### src/rtl/pw_usb_pkg.sv
// Shared USB definitions for the front-end sniff path.
//   - PID nibble constants (PID[3:0] as seen on the wire)
//   - state encoding of the PID filter state machine
//   - pid_valid(): check of the PID byte against its own complement
package pw_usb_pkg;

  localparam logic [3:0] PID_OUT   = 4'h1;
  localparam logic [3:0] PID_IN    = 4'h9;
  localparam logic [3:0] PID_SOF   = 4'h5;
  localparam logic [3:0] PID_SETUP = 4'hD;
  localparam logic [3:0] PID_DATA0 = 4'h3;
  localparam logic [3:0] PID_DATA1 = 4'hB;
  localparam logic [3:0] PID_DATA2 = 4'h7;
  localparam logic [3:0] PID_MDATA = 4'hF;
  localparam logic [3:0] PID_ACK   = 4'h2;
  localparam logic [3:0] PID_NAK   = 4'hA;
  localparam logic [3:0] PID_STALL = 4'hE;
  localparam logic [3:0] PID_NYET  = 4'h6;

  typedef enum logic [2:0] {
    ST_IDLE = 3'd0,
    ST_PID  = 3'd1,
    ST_FWD  = 3'd2,
    ST_DROP = 3'd3,
    ST_ERR  = 3'd4
  } state_t;

  // A PID byte carries its type nibble in [3:0] and the one's complement in [7:4].
  function automatic logic pid_valid(input logic [7:0] pid);
    return pid[7:4] == ~pid[3:0];
  endfunction

endpackage

### src/rtl/pw_pid_filter.sv
// Packet framing and PID filter for the UTMI sniff path.
// Frames UTMI receive traffic into packets, checks and classifies the PID
// byte, drops packets whose PID is set in I_drop_mask and forwards the rest
// as a registered byte stream (1 cycle latency) with SOP/EOP markers.
// Ports:
//   fe_clk, reset_i            clock, asynchronous active-high reset
//   I_enable                   allow new packets to start
//   I_clear_counts             1-cycle pulse, zeroes all counters
//   I_drop_mask[15:0]          bit n drops packets with PID[3:0] == n
//   I_data/I_rxvalid/I_rxactive/I_rxerror   UTMI receive side
//   O_data/O_data_valid/O_sop/O_eop/O_eop_err  forwarded stream
//   O_pid, O_pkt_len           PID and length of last forwarded packet
//   O_pkt_count/O_drop_count/O_err_count     wrapping statistics
module pw_pid_filter
  import pw_usb_pkg::*;
#(
  parameter int pLEN_WIDTH = 11,
  parameter int pCNT_WIDTH = 16
) (
  input  logic                  fe_clk,
  input  logic                  reset_i,
  input  logic                  I_enable,
  input  logic                  I_clear_counts,
  input  logic [15:0]           I_drop_mask,
  input  logic [7:0]            I_data,
  input  logic                  I_rxvalid,
  input  logic                  I_rxactive,
  input  logic                  I_rxerror,
  output logic [7:0]            O_data,
  output logic                  O_data_valid,
  output logic                  O_sop,
  output logic                  O_eop,
  output logic                  O_eop_err,
  output logic [3:0]            O_pid,
  output logic [pLEN_WIDTH-1:0] O_pkt_len,
  output logic [pCNT_WIDTH-1:0] O_pkt_count,
  output logic [pCNT_WIDTH-1:0] O_drop_count,
  output logic [pCNT_WIDTH-1:0] O_err_count
);

  localparam logic [pLEN_WIDTH-1:0] LEN_ONE = {{(pLEN_WIDTH-1){1'b0}}, 1'b1};

  function automatic logic [pLEN_WIDTH-1:0] len_sat_inc(input logic [pLEN_WIDTH-1:0] v);
    return (v == {pLEN_WIDTH{1'b1}}) ? v : v + 1'b1;
  endfunction

  state_t                state_q, state_d;
  logic                  rxactive_p0;
  logic                  start;
  logic [pLEN_WIDTH-1:0] len_q, len_d, pkt_len_d;
  logic [7:0]            data_d;
  logic [3:0]            pid_d;
  logic                  dv_d, sop_d, eop_d, eop_err_d;
  logic                  inc_pkt, inc_drop, inc_err;

  // Rising edge of rxactive; only acted on from IDLE.
  assign start = I_enable && I_rxactive && !rxactive_p0;

  always_comb begin
    state_d   = state_q;
    data_d    = O_data;
    dv_d      = 1'b0;
    sop_d     = 1'b0;
    eop_d     = 1'b0;
    eop_err_d = 1'b0;
    pid_d     = O_pid;
    len_d     = len_q;
    pkt_len_d = O_pkt_len;
    inc_pkt   = 1'b0;
    inc_drop  = 1'b0;
    inc_err   = 1'b0;
    case (state_q)
      ST_IDLE, ST_PID: begin
        if (state_q == ST_PID && !I_rxactive) begin
          state_d = ST_IDLE;
        end else if (state_q == ST_PID || start) begin
          // The rising-edge cycle itself is already a PID cycle, so a PID
          // byte arriving together with rxactive is not lost.
          state_d = ST_PID;
          if (I_rxerror) begin
            state_d = ST_ERR;
            inc_err = 1'b1;
          end else if (I_rxvalid) begin
            if (!pid_valid(I_data)) begin
              state_d = ST_ERR;
              inc_err = 1'b1;
            end else if (I_drop_mask[I_data[3:0]]) begin
              state_d  = ST_DROP;
              inc_drop = 1'b1;
            end else begin
              state_d = ST_FWD;
              dv_d    = 1'b1;
              sop_d   = 1'b1;
              data_d  = I_data;
              pid_d   = I_data[3:0];
              len_d   = LEN_ONE;
            end
          end
        end
      end
      ST_FWD: begin
        if (!I_rxactive) begin
          state_d   = ST_IDLE;
          eop_d     = 1'b1;
          pkt_len_d = len_q;
          inc_pkt   = 1'b1;
        end else if (I_rxerror) begin
          // Byte on the error cycle is discarded; packet closes as errored.
          state_d   = ST_ERR;
          eop_d     = 1'b1;
          eop_err_d = 1'b1;
          inc_err   = 1'b1;
        end else if (I_rxvalid) begin
          dv_d   = 1'b1;
          data_d = I_data;
          len_d  = len_sat_inc(len_q);
        end
      end
      ST_DROP, ST_ERR: begin
        if (!I_rxactive) state_d = ST_IDLE;
      end
      default: state_d = ST_IDLE;
    endcase
  end

  // Stage p0: state register and registered stream outputs
  always_ff @(posedge fe_clk or posedge reset_i) begin
    if (reset_i) begin
      state_q      <= ST_IDLE;
      rxactive_p0  <= 1'b0;
      len_q        <= '0;
      O_data       <= '0;
      O_data_valid <= 1'b0;
      O_sop        <= 1'b0;
      O_eop        <= 1'b0;
      O_eop_err    <= 1'b0;
      O_pid        <= '0;
      O_pkt_len    <= '0;
    end else begin
      state_q      <= state_d;
      rxactive_p0  <= I_rxactive;
      len_q        <= len_d;
      O_data       <= data_d;
      O_data_valid <= dv_d;
      O_sop        <= sop_d;
      O_eop        <= eop_d;
      O_eop_err    <= eop_err_d;
      O_pid        <= pid_d;
      O_pkt_len    <= pkt_len_d;
    end
  end

  // Statistics counters; a clear wins over a same-cycle increment.
  always_ff @(posedge fe_clk or posedge reset_i) begin
    if (reset_i) begin
      O_pkt_count  <= '0;
      O_drop_count <= '0;
      O_err_count  <= '0;
    end else if (I_clear_counts) begin
      O_pkt_count  <= '0;
      O_drop_count <= '0;
      O_err_count  <= '0;
    end else begin
      if (inc_pkt)  O_pkt_count  <= O_pkt_count + 1'b1;
      if (inc_drop) O_drop_count <= O_drop_count + 1'b1;
      if (inc_err)  O_err_count  <= O_err_count + 1'b1;
    end
  end

endmodule

### config.mk
export PLATFORM = sky130hd
export DESIGN_NAME = pw_pid_filter
export DESIGN_NICKNAME = d
export VERILOG_FILES = /design/src/rtl/pw_usb_pkg.sv /design/src/rtl/pw_pid_filter.sv
export SDC_FILE = /design/constraint.sdc
export NUM_CORES = 1
export LEC_CHECK = 0
export BUFFER_PORTS_ARGS = -buffer_cell sky130_fd_sc_hd__buf_4
export CORE_ASPECT_RATIO = 0.8
export CORE_MARGIN = 3
export CORE_UTILIZATION = 26
export DETAILED_ROUTE_END_ITERATION = 10
export SLEW_MARGIN = 20
export SYNTH_ARGS = -nofsm -noshare
export SYNTH_HDL_FRONTEND = slang
export SYNTH_SLANG_ARGS = --single-unit
### constraint.sdc
create_clock -name fe_clk -period 3.44 [get_ports fe_clk]
set_input_delay 0.344 -clock fe_clk [delete_from_list [all_inputs] [get_ports fe_clk]]
set_output_delay 0.344 -clock fe_clk [all_outputs]
set_load 0.01 [all_outputs]
After elaboration in Yosys (flattened, before gate mapping)
Cells that the tools add are included.
{"block": "word_totals", "register_bits": 90, "inputBits": 31, "output_inout_bits": 75, "word_cells": 130}
{"block": "op_classes", "addsub": 4, "n_lt_le_gt_ge": 1, "eq_ne": 19, "muxes": 70, "bitwise_logic": 5, "n_reduce_logical": 18}
{"op": "11-bit two-way mux", "n": 10}
{"op": "16-bit two-way mux", "n": 6}
{"op": "8-bit two-way mux", "n": 9}
{"op": "16-bit by 1-bit adder with 16-bit output (second input constant)", "n": 3}
{"op": "1-bit two-way mux", "n": 31}
{"op": "3-bit two-way mux", "n": 8}
{"op": "2-bit != test (second input constant)", "n": 11}
{"op": "11-bit case mux with 2 select lines", "n": 1}
{"op": "8-bit case mux with 2 select lines", "n": 1}
{"op": "11-bit by 1-bit adder with 11-bit output (second input constant)", "n": 1}
{"op": "11-bit equality test (second input constant)", "n": 1}
{"op": "11-bit AND reduction", "n": 1}
{"op": "10-bit AND reduction", "n": 1}
{"op": "3-bit case mux with 3 select lines", "n": 1}
{"op": "2-bit nonzero test", "n": 4}
{"op": "7-bit AND reduction", "n": 1}
{"op": "3-bit by 2-bit equality test with 1-bit output (second input constant)", "n": 2}
{"op": "3-bit != test (second input constant)", "n": 2}
{"op": "4-bit by 5-bit < comparator with 1-bit output (second input constant)", "n": 1}
{"op": "1-bit binary-select mux with 4-bit select", "n": 1}
{"op": "4-bit equality test", "n": 1}
{"op": "1-bit NOT", "n": 4}
{"op": "4-bit NOT", "n": 1}
{"op": "1-bit case mux with 2 select lines", "n": 2}
{"op": "other kinds (9)", "n": 13}

Depth between registers and ports, before layout
{"block": "depth", "ltp_word": 11, "depth_mapped": 8}

Worst setup path before layout
No wires, ideal clock.
{"block": "synth_path", "path_type": "register to register", "start": "reg state_q[1]", "end": "reg O_drop_count[13]", "arrival_time_ps": 2342, "t_required_ps": 3362, "slack_ps": 1020, "path_stages_with_launch": 9, "n_path_buf": 2, "synth_period_minus_slack_ps": 2420, "cell_sequence": "dfrtp_1 -> buf_6 -> a21o_1 -> a211oi_4 -> nand3b_4 -> or4_1 -> buf_2 -> or4_1 -> a21oi_1"}
{"block": "synth_via", "elab_chain_len": 6, "word_cells_on_any_way": 9}
{"element": "start: declaration", "line": "pw_pid_filter.sv:47", "source": "state_t state_q, state_d;"}
{"element": "start signal: assignment", "line": "pw_pid_filter.sv:140", "source": "state_q <= state_d;"}
{"element": "3-bit by 1-bit equality test with 1-bit output", "line": "pw_pid_filter.sv:72, pw_pid_filter.sv:74, pw_pid_filter.sv:76"}
{"element": "1-bit logical OR", "line": "pw_pid_filter.sv:76", "source": "end else if (state_q == ST_PID || start) begin"}
{"element": "1-bit two-way mux", "line": "pw_pid_filter.sv:76"}
{"element": "1-bit two-way mux", "line": "pw_pid_filter.sv:74", "source": "if (state_q == ST_PID && !I_rxactive) begin"}
{"element": "1-bit two-way mux (*)", "line": "pw_pid_filter.sv:72", "source": "case (state_q)"}
{"element": "2-bit nonzero test (no source line) (*)"}
{"element": "end signal: assignment", "line": "pw_pid_filter.sv:165", "source": "if (inc_drop) O_drop_count <= O_drop_count + 1'b1;"}
{"element": "end: declaration", "line": "pw_pid_filter.sv:37", "source": "output logic [pCNT_WIDTH-1:0] O_drop_count,"}
Every way passes the cells marked *; elsewhere a longest branch is shown, timed or not.
A chain may end at the register's enable or synchronous reset.

Final worst setup path
{"block": "layout_path", "start": "reg state_q[0]", "end": "reg O_drop_count[13]"}
Same word-level chain as after synthesis.

==> Flow_metrics.wiki <==
{| class="wikitable"
! Metric !! Value
|-
| Area share of fa/ha/maj cells after synthesis || around 1.1%
|-
| Chip Width || between 150 and 200 microns
|-
| Util after Layout || approximately a third
|-
| Total global-route track usage || ~13%
|-
| Post-detail-place hpwl || ~8700 microns
|-
| Post-Syn Area || approximately 4500 sq um
|-
| Flip-flop cell with the highest count after synthesis || sky130_fd_sc_hd__dfrtp_1
|-
| Largest net degree at the start of global routing || 55
|-
| Share of synthesized cell area in and, or, nand and nor gates || a little over a fifth
|-
| Clock latency on the worst-skew pair || 0.34 ns
|-
| Mean instance size in the synthesized netlist || between 10 and 15 sq um
|-
| Share of the synthesized area in compound gates (AO/OA/AOI/OAI) || ~10%
|-
| PwrDens || 376 nW/um^2
|-
| Path class of the lowest-slack min-delay path || in2async
|-
| Core Rows || 42
|-
| Number of maximum-capacitance constraint violations || 0
|-
| Die extent in y || between 100 and 150 microns
|-
| Hold-fix buffers at CTS || 0
|-
| Core Box Area || 16800 sq um
|-
| Worst Path Buf+Inv || 0
|-
| First-pass GRT wire length || approximately 20000 microns
|-
| Max clock buf depth || 2
|-
| Post-detailed-route DRC marker count || 0
|-
| Setup TNS || 0 ns
|-
| Routed vias/inst || between 4 and 5
|-
| Net count reported at finish || 585
|-
| Worst path arrival time || 2.91 ns
|-
| Number of clock sinks seen by CTS || 90
|-
| Number of H-tree levels || 3
|-
| Proportion of synthesized area in mux cells || roughly 8.7%
|-
| Number of antenna violations at the first check in global routing || 0
|-
| Count of final hold-check violations || 0
|-
| Root Buffer || sky130_fd_sc_hd__clkbuf_16
|-
| Area growth, synth to finish || 28.6%
|-
| CTS buffer count || 9
|-
| Total leakage power || about 0.0026 uW
|-
| Effective utilization at floorplan || between 20% and 30%
|-
| Outcome || finished, final reports clean
|-
| Total of endpoints with negative setup slack in the final report || 0
|-
| Max Fanout on Critical Path || 10
|-
| Slew Limit Fails || 0
|-
| Clock tree from TritonCTS || done
|-
| CP peak stage delay || around 0.69 ns
|-
| Sequential-to-total area share from yosys stat || between 40% and 50%
|-
| Startpoint type of the worst setup path || flop
|-
| Vias in the first global route || 3786
|-
| Largest voltage drop on the vdd net || ~230 uV
|-
| Type of destination of the critical path || flop
|-
| Share of synthesized flip-flops with an asynchronous set or reset || between 90% and 100%
|-
| Required @ worst endpoint || between 3 and 4 ns
|-
| Number of warnings printed during yosys synthesis || 0
|-
| Post-CTS clock slew at the launch and capture registers of the worst setup and hold paths || ~0.060 ns
|-
| Number of gates resized after cts || 0
|-
| Total global routing overflow || 0
|-
| Most common cell type on the critical path || sky130_fd_sc_hd__or4_1
|-
| Largest family of logic cells by synthesized area || simple AND/OR/NAND/NOR gates
|-
| Ports placed on the boundary || approximately 110
|-
| Total Power || ~2200 uW
|-
| Total inserted antenna cells || 0
|-
| Setup Skew || around 0.0060 ns
|-
| Seq cells post-synth || 90
|-
| Fraction of layout cells with a size suffix above 1 || just under 30%
|-
| Unrepaired setup endpoints after global routing || false
|-
| Vias || approximately 3800
|-
| Routability congestion estimate || 0.815
|-
| Post-CTS setup repair buffer count || 0
|-
| Wire length per cell || 15.6 microns
|-
| Commonest non-fill, non-tap cell in the layout || sky130_fd_sc_hd__buf_4
|-
| Final routed wirelength across all metal layers || about 12000 microns
|-
| Most used cells in the layout excluding fill and tap cells || sky130_fd_sc_hd__buf_4, sky130_fd_sc_hd__dfrtp_1, sky130_fd_sc_hd__nor2_1
|-
| Crit path time final || around 2.6 ns
|-
| Number of port buffers || about 110
|-
| Worst-path cell with the longest stage delay || sky130_fd_sc_hd__or4_1
|-
| Number of nets in the synthesized netlist || just under 500
|-
| Routed Antenna Nets || 0
|-
| EDFF count, synth || 0
|-
| Achievable frequency || about 380 MHz
|-
| Kind of critical path || reg2reg
|-
| First drt pass iteration count || 6
|-
| Relative slew slack || 39.6%
|-
| Top Family by Delay on Critical Path || simple AND/OR/NAND/NOR gates
|-
| Fraction of synthesized cell area in xor and xnor cells || between 5 and 6%
|-
| Period utilization || roughly three quarters
|-
| Ordered cell list for the critical path || a21o_1, a211oi_4, nand3b_4, or4_1, or4_1, a21oi_1
|-
| Worst-Margin Slew || 0.898 ns
|-
| Count of cell types in the netlist || just under 50
|-
| Overall die area || between 15000 and 20000 sq um
|-
| Initial detailed-routing violation count || 219
|-
| Post-Synthesis Cells || between 400 and 500
|}
[cells by family (layout without fill, tap and decap cells)]
family,count (synthesis),after routing
simple gates,182,182
flops,90,90
compound gates,76,76
mux,36,36
buf+inv,33,137
xor+xnor,28,28
fa+ha+maj,4,4
[flip-flops by register name (all words and copies together) (netlist names)]
name and flops:
O_data 8, O_data_valid 1, O_drop_count 16, O_eop 1, O_eop_err 1, O_err_count 16, O_pid 4, O_pkt_count 16
O_pkt_len 11, O_sop 1, len_q 11, rxactive_p0 1, state_q 3
[worst reg2reg max path, cell delays in order (launching register included)]
cell and delay [ns]:
sky130_fd_sc_hd__dfrtp_1 0.46, sky130_fd_sc_hd__a21o_1 0.25, sky130_fd_sc_hd__a211oi_4 0.29, sky130_fd_sc_hd__nand3b_4 0.18, sky130_fd_sc_hd__or4_1 0.69, sky130_fd_sc_hd__or4_1 0.55, sky130_fd_sc_hd__a21oi_1 0.15
[cell type report]
class                      count  area (sq um)
fill                        1733         11000
sequential                    90          2250
multi-input combinational    326          2150
timing repair buffer         110           826
tap                          220           275
clock buffer                  12           267
inverter                      13          50.0
clock inverter                 2          12.5
[path summary, 6_finish.rpt]
path	depth (start not counted)	to	slack (ns)	startpoint
max in group asynchronous	3	O_pkt_count[8]	2.56	reset_i
worst max register to register	6	O_drop_count[13]	0.80	state_q[0]
worst min register to register	1	len_q[8]	0.50	len_q[8]
worst max-delay path	6	O_drop_count[13]	0.80	state_q[0]
min in group fe_clk	1	rxactive_p0	0.23	I_rxactive
worst min-delay path	2	O_pkt_len[5]	0.05	reset_i
[cell usage after synthesis, drive strengths merged (8+ instances only)]
master,count,share of area [%]
dfrtp,90,50
nor2,44,3.6
nand2,29,2.4
mux2,27,6.7
o21ai,27,3.0
a21oi,26,2.9
nand3,23,2.5
nand4,19,2.8
xor2,18,3.8
clkbuf,13,1.1
inv,13,1.1
or3,13,1.8
xnor2,10,1.9
mux2i,9,2.0
nor3,8,0.88
or4,8,1.3
[per-layer routing]
metal	wire, microns	GRT usage, %	vias to the layer above
met2	5560	20.0	111
met4	201	3.97	0
met3	702	3.68	16
li1	-	-	1817
met5	0	0	-
met1	5590	17.6	1896
[metrics by stage]
| stage | instances | area (sq um) | worst slack (ns) | hold WS [ns] |
|---|---|---|---|---|
| after floorplan | 449 | 4540 | 0.761 | 0.375 |
| after global placement | 759 | 5550 | 0.785 | 0.436 |
| after detailed placement | 759 | 5550 | 0.702 | 0.439 |
| after CTS | 773 | 5830 | 0.799 | 0.0610 |
| after global routing | 773 | 5830 | 0.629 | 0.0890 |
| final | 773 | 5830 | 0.800 | 0.0482 |
[report_power, final]
group	internal, uW	switching [uW]	leakage (uW)	total, uW
registers	1080	16.6	0.00125	1090
clock network	539	394	0.000137	933
logic	71.5	95.8	0.00126	167
total	1690	506	0.00265	2190
Note: power is estimated with default switching activity, not from simulation.
